===== config.mk =====
export PLATFORM = sky130hd
export DESIGN_NAME = t_toggle_scheduler_flat
export DESIGN_NICKNAME = d
export VERILOG_FILES = /design/src/rtl/t_toggle_scheduler_if.sv /design/src/rtl/t_toggle_scheduler.sv /design/src/flat_wrapper.sv
export SDC_FILE = /design/constraint.sdc
export NUM_CORES = 1
export LEC_CHECK = 0
export CORE_ASPECT_RATIO = 1.4
export CORE_MARGIN = 2
export CORE_UTILIZATION = 47
export DETAILED_ROUTE_END_ITERATION = 10
export MAX_ROUTING_LAYER = met4
export PLACE_DENSITY = 0.85
export SLEW_MARGIN = 5
export SYNTH_ARGS = -nofsm -noshare
export SYNTH_HDL_FRONTEND = slang
export SYNTH_SLANG_ARGS = --single-unit

===== constraint.sdc =====
create_clock -name clk -period 4.2 [get_ports clk]
set_clock_uncertainty 0.2 [all_clocks]
set_input_delay 0.84 -clock clk [delete_from_list [all_inputs] [get_ports clk]]
set_output_delay 0.84 -clock clk [all_outputs]
set_load 0.01 [all_outputs]

===== src/rtl/t_toggle_scheduler_if.sv =====
// Handshake bundle between requesting control logic and the toggle scheduler.
// The master side drives requests and masks; the slave side drives the T-bank pins.
interface t_toggle_scheduler_if #(
   parameter int NREQ  = 4,
   parameter int WIDTH = 8,
   parameter int CNT_W = 16
);
   logic [NREQ-1:0]       req;
   logic [NREQ*WIDTH-1:0] req_mask;
   logic [NREQ-1:0]       gnt;
   logic                  t_en;
   logic [WIDTH-1:0]      t_vec;
   logic [WIDTH-1:0]      q;
   logic                  busy;
   logic [CNT_W-1:0]      toggle_cnt;

   modport master (output req, req_mask,
                   input  gnt, t_en, t_vec, q, busy, toggle_cnt);
   modport slave  (input  req, req_mask,
                   output gnt, t_en, t_vec, q, busy, toggle_cnt);
endinterface


===== src/rtl/t_toggle_scheduler.sv =====
// Round-robin scheduler that shares one T bank between NREQ requesters:
// one single-cycle toggle pulse per grant, then MIN_GAP idle guard cycles.
module t_toggle_scheduler #(
   parameter int NREQ    = 4,
   parameter int WIDTH   = 8,
   parameter int MIN_GAP = 1,
   parameter int CNT_W   = 16
) (
   input  logic                clk,
   input  logic                rst,
   t_toggle_scheduler_if.slave bus
);
   localparam int PW = $clog2(NREQ);
   localparam logic [3:0] GAP_INIT = 4'((MIN_GAP > 0) ? MIN_GAP - 1 : 0);

   typedef enum logic [1:0] {IDLE, PULSE, GAP} state_t;

   state_t            state, state_nx;
   logic [PW-1:0]     rr_ptr, rr_nx, win;
   logic [3:0]        gap_cnt, gap_nx;
   logic [NREQ-1:0]   gnt_nx;
   logic              t_en_nx, busy_nx;
   logic [WIDTH-1:0]  t_vec_nx, q_nx;
   logic [CNT_W-1:0]  cnt_nx;

   // First set request bit at or after p, wrapping modulo NREQ.
   function automatic logic [PW-1:0] rr_pick(input logic [NREQ-1:0] r,
                                             input logic [PW-1:0]   p);
      logic [PW-1:0] w;
      logic          hit;
      int            idx;
      w   = '0;
      hit = 1'b0;
      for (int k = 0; k < NREQ; k++) begin
         idx = int'(p) + k;
         if (idx >= NREQ) idx = idx - NREQ;
         if (!hit && r[idx[PW-1:0]]) begin
            hit = 1'b1;
            w   = idx[PW-1:0];
         end
      end
      return w;
   endfunction

   assign win = rr_pick(bus.req, rr_ptr);

   always_ff @(posedge clk) begin
      if (rst) begin
         state          <= IDLE;
         rr_ptr         <= '0;
         gap_cnt        <= '0;
         bus.gnt        <= '0;
         bus.t_en       <= 1'b0;
         bus.t_vec      <= '0;
         bus.q          <= '0;
         bus.busy       <= 1'b0;
         bus.toggle_cnt <= '0;
      end else begin
         state          <= state_nx;
         rr_ptr         <= rr_nx;
         gap_cnt        <= gap_nx;
         bus.gnt        <= gnt_nx;
         bus.t_en       <= t_en_nx;
         bus.t_vec      <= t_vec_nx;
         bus.q          <= q_nx;
         bus.busy       <= busy_nx;
         bus.toggle_cnt <= cnt_nx;
      end
   end

   always_comb begin
      state_nx = state;
      rr_nx    = rr_ptr;
      gap_nx   = gap_cnt;
      gnt_nx   = '0;
      t_en_nx  = 1'b0;
      t_vec_nx = '0;
      q_nx     = bus.q;
      busy_nx  = bus.busy;
      cnt_nx   = bus.toggle_cnt;
      case (state)
         IDLE: begin
            if (|bus.req) begin
               gnt_nx   = NREQ'(1) << win;
               t_en_nx  = 1'b1;
               // Mask is captured here only; later changes do not affect this pulse.
               t_vec_nx = bus.req_mask[int'(win)*WIDTH +: WIDTH];
               busy_nx  = 1'b1;
               rr_nx    = (int'(win) == NREQ-1) ? '0 : win + 1'b1;
               state_nx = PULSE;
            end
         end
         PULSE: begin
            q_nx   = bus.q ^ bus.t_vec;
            cnt_nx = bus.toggle_cnt + 1'b1;
            if (MIN_GAP == 0) begin
               state_nx = IDLE;
               busy_nx  = 1'b0;
            end else begin
               state_nx = GAP;
               gap_nx   = GAP_INIT;
            end
         end
         GAP: begin
            if (gap_cnt == 4'd0) begin
               state_nx = IDLE;
               busy_nx  = 1'b0;
            end else begin
               gap_nx = gap_cnt - 4'd1;
            end
         end
         default: state_nx = IDLE;
      endcase
   end
endmodule


===== src/flat_wrapper.sv =====
// flat-port wrapper written by rule: the top's interface ports become plain ports
module t_toggle_scheduler_flat 
#(
   parameter int NREQ    = 4,
   parameter int WIDTH   = 8,
   parameter int MIN_GAP = 1,
   parameter int CNT_W   = 16
)
  (clk, rst, bus_req, bus_req_mask, bus_gnt, bus_t_en, bus_t_vec, bus_q, bus_busy, bus_toggle_cnt);
  t_toggle_scheduler_if #(.NREQ(NREQ), .WIDTH(WIDTH), .CNT_W(CNT_W)) bus_i ();
  input  logic clk;
  input  logic rst;
  input wire logic [$bits(bus_i.req)-1:0] bus_req;
  input wire logic [$bits(bus_i.req_mask)-1:0] bus_req_mask;
  output wire logic [$bits(bus_i.gnt)-1:0] bus_gnt;
  output wire logic [$bits(bus_i.t_en)-1:0] bus_t_en;
  output wire logic [$bits(bus_i.t_vec)-1:0] bus_t_vec;
  output wire logic [$bits(bus_i.q)-1:0] bus_q;
  output wire logic [$bits(bus_i.busy)-1:0] bus_busy;
  output wire logic [$bits(bus_i.toggle_cnt)-1:0] bus_toggle_cnt;
  assign bus_i.req = bus_req;
  assign bus_i.req_mask = bus_req_mask;
  assign bus_gnt = bus_i.gnt;
  assign bus_t_en = bus_i.t_en;
  assign bus_t_vec = bus_i.t_vec;
  assign bus_q = bus_i.q;
  assign bus_busy = bus_i.busy;
  assign bus_toggle_cnt = bus_i.toggle_cnt;
  t_toggle_scheduler #(.NREQ(NREQ), .WIDTH(WIDTH), .MIN_GAP(MIN_GAP), .CNT_W(CNT_W)) u_core (.clk(clk), .rst(rst), .bus(bus_i));
endmodule

==> reports/results.tsv <==
stage	metric	value	unit
setup_path	slowest stage cell on the critical path	a21o_1	
logic_synthesis	leading area contributor after synthesis	dfxtp_1	
clock_network	Clock Sinks	46	
setup_path	cells along the critical path	clkdlybuf4s50_1, inv_1, o221ai_1, a21o_1, inv_1, ha_1, mux2i_1, nor2_1	
finish	fraction of final layout cells sized beyond drive strength 1	0.05190	
die	starting density of the core	0.4809	
clock_network	largest buffer count on any clock path	2	
sta	final critical path time including I/O delays and setup	3104	ps
global_routing	global-route wire length before repair	6796	um
drt	Detailed Routing Iterations Pass 1	7	
logic_synthesis	top_reg_cell synth	dfxtp_1	
clock_network	Clk Tree Root Cell	clkbuf_8	
logic_synthesis	EDFF count, synth	0	
clock_network	TritonCTS clock tree	built	
setup_path	critical path required time	4170	ps
drt	DRC violation count after routing	5	
die	core area	4134	sq um
drt	Total Routed Length	4093	um
drt	post-route antenna net violation count	0	
die	die boundary width	58.97	um
power_and_ir_drop	total power density per cell area	357.7	nW/um^2
drt	routed via count	1701	
run_status	outcome	finished with violations	
setup_path	critical path's most frequent cell	inv_1	
clock_network	CTS Buf Count	5	
global_routing	number of global-route vias before repair	1639	
power_and_ir_drop	largest vdd supply drop	0.0002135	V
logic_synthesis	async set or reset register ratio after synthesis	0	
clock_network	number of gates resized after cts	0	
logic_synthesis	top cells by area in the synthesized netlist	dfxtp_1, mux2i_1, xor2_1	
setup_path	CP max stage delay	730	ps
run_status	failing checks	design-rule violations	
setup_path	Reg2Reg Launch Point	u_core.rr_ptr[1]	
sta	TNS Setup	0	ps
drt	mean routed wirelength per cell	12.25	um
job	Max Cap Violations	0	
setup_path	CP startpoint	bus_req[0]	
logic_synthesis	count of yosys warnings during synthesis	0	
placement	routability cong.	0.7749	
placement	final HPWL from detailed placement	3120	um
sta	Peak Freq	322.1	MHz
worst_hold_path	hold path startpoint	u_core.bus.busy	
global_routing	remaining global-route overflow	0	
logic_synthesis	syn nets	255	
logic_synthesis	total standard cell area after synthesis	1988	sq um
global_routing	number of antenna violations at the first check in global routing	0	
clock_network	Reg clk slew, reported paths	80	ps
die	I/O pin count	76	
setup_path	kind of end point of the critical path	flop	
sta	RSZ-0062 raised after global routing	false	
setup_path	top fanout value on the critical path	20	
finish	antenna cells	0	
power_and_ir_drop	Leakage Power	1.180	nW
clock_network	post-CTS setup-driven buffer insertion count	0	
setup_path	Worst R2R Setup Slack	1910	ps
finish	leading cell types in the layout, fill and taps excluded	clkdlybuf4s50_1, dfxtp_1, nor2_1	
die	area of the die	4774	sq um
logic_synthesis	Cell variety after synth	36	
logic_synthesis	Mean Syn Cell Area	9.334	sq um
finish	commonest non-fill, non-tap cell in the layout	clkdlybuf4s50_1	
finish	total number of nets in the final design	330	
setup_path	nature of the critical path startpoint	input port	
placement	Port Buffers	75	
sta	transition at the pin with the smallest max-transition slack	1034	ps
finish	number of fillers in the final layout	341	
sta	Final Max Slew Viols	0	
worst_hold_path	path class of the lowest-slack min-delay path	reg -> reg	
finish	layout-stage area growth over the synthesis result	43.80	%
drt	DRC marker count from the first detailed-route iteration	49	
sta	final worst-path cycle share	0.7392	
die	number of core rows	28	
logic_synthesis	share of the yosys chip area belonging to registers	0.4632	
sta	Setup Viol. Count Final	0	
clock_network	total number of H-tree levels	2	
global_routing	Overall Global Routing Usage	0.1903	
clock_network	Clk Latency, worst-skew pair	290	ps
clock_network	cts hold-fix bufs	0	
setup_path	critical path arrival	3080	ps
die	Chip Height	80.96	um
sta	headroom to the max-slew limit	0.3095	
drt	vias per cell	5.093	
logic_synthesis	Synth top area share	0.4632	
finish	Post-Route Utilization	0.6916	
sta	number of hold-slack violations in the final timing report	0	
logic_synthesis	number of cells produced by synthesis	213	
global_routing	largest net degree at the start of global routing	35	
logic_synthesis	synthesized flop and latch total	46	
setup_path	kind of critical path	in -> reg	
==> path summary, 6_finish.rpt <==
kind	cells after the start	endpoint
hold reg to reg	2	u_core.bus.busy
hold / removal	2	u_core.bus.busy
setup reg to reg	6	u_core.rr_ptr[1]
setup / recovery	8	u_core.rr_ptr[1]
==> state kept, by name, indices dropped and copies added (netlist names) <==
name,flops
u_core.bus.toggle_cnt,16
u_core.bus.q,8
u_core.bus.t_vec,8
u_core.bus.gnt,4
u_core.gap_cnt,4
u_core.rr_ptr,2
u_core.state,2
u_core.bus.busy,1
u_core.bus.t_en,1
==> synth_stat cells, types with 2 or more instances <==
| library cell | n |
|---|---|
| nand3_1 | 5 |
| and4_1 | 2 |
| nor3_1 | 2 |
| o21ai_0 | 3 |
| nand2_1 | 16 |
| buf_1 | 2 |
| nand2b_1 | 5 |
| nor2_1 | 37 |
| nand4_1 | 3 |
| clkbuf_1 | 2 |
| o22ai_1 | 8 |
| dfxtp_1 | 46 |
| buf_6 | 3 |
| a21oi_1 | 7 |
| inv_1 | 8 |
| mux2i_1 | 17 |
| xnor2_1 | 5 |
| xor2_1 | 19 |
| and3_1 | 2 |
| ha_1 | 4 |
| nor3_4 | 2 |
==> where the power goes <==
part,internal (mW),switching (mW)
logic,0.121,0.0951
clock network,0.178,0.144
registers,0.465,0.0199
==> critical path, delay by kind of cell <==
family                   cells  cell delay, ps
buffers and inverters        3             770
AND/OR/NAND/NOR              1              50
adder cells (fa/ha/maj)      1             350
multiplexers                 1             140
AO/OA/AOI/OAI                2             930
==> cell type report <==
type | count | area (sq um) | share of cell area
Clock buffer | 6 | 72.57 | 0.02538
Clock inverter | 2 | 37.54 | 0.01313
Inverter | 9 | 33.78 | 0.01182
Multi-Input combinational cell | 150 | 979.7 | 0.3427
Sequential cell | 46 | 920.9 | 0.3221
Tap cell | 45 | 56.30 | 0.01969
Timing Repair Buffer | 76 | 758.2 | 0.2652
==> kinds of logic (layout without fill, tap and decap cells) <==
group / after synthesis / after routing / share of synthesized area
flip-flops: 46 / 46 / 0.4632
buffers and inverters: 17 / 93 / 0.04405
AND/OR/NAND/NOR: 81 / 81 / 0.2001
adder cells (fa/ha/maj): 4 / 4 / 0.02517
multiplexers: 17 / 17 / 0.08559
AO/OA/AOI/OAI: 24 / 24 / 0.07615
XOR/XNOR: 24 / 24 / 0.1057
==> through the flow <==
step / hold slack (ps) / std cells / setup slack, ps / area, sq um / power, mW
finish: 282.5 / 334 / 1096 / 2859 / 1.023
global route: 333.7 / 334 / 927.3 / 2859 / 1.070
CTS: 280.3 / 334 / 1082 / 2859 / 1.034
detailed placement: 269.2 / 326 / 764.0 / 2749 / 0.7129
global placement: 272.2 / 326 / 883.9 / 2749 / 0.7068
floorplan: 287.3 / 213 / 1900 / 1988 / 0.6199
==> metal layers <==
layer	share of wire	global-route usage	vias up	wire length, um
li1	-	-	862	-
met1	0.41	0.2085	774	1690
met2	0.51	0.3244	60	2092
met3	0.058	0.03822	5	236
met4	0.018	0.09091	0	73
met5	0	-	-	0
Power figures use the tool's default switching activity.
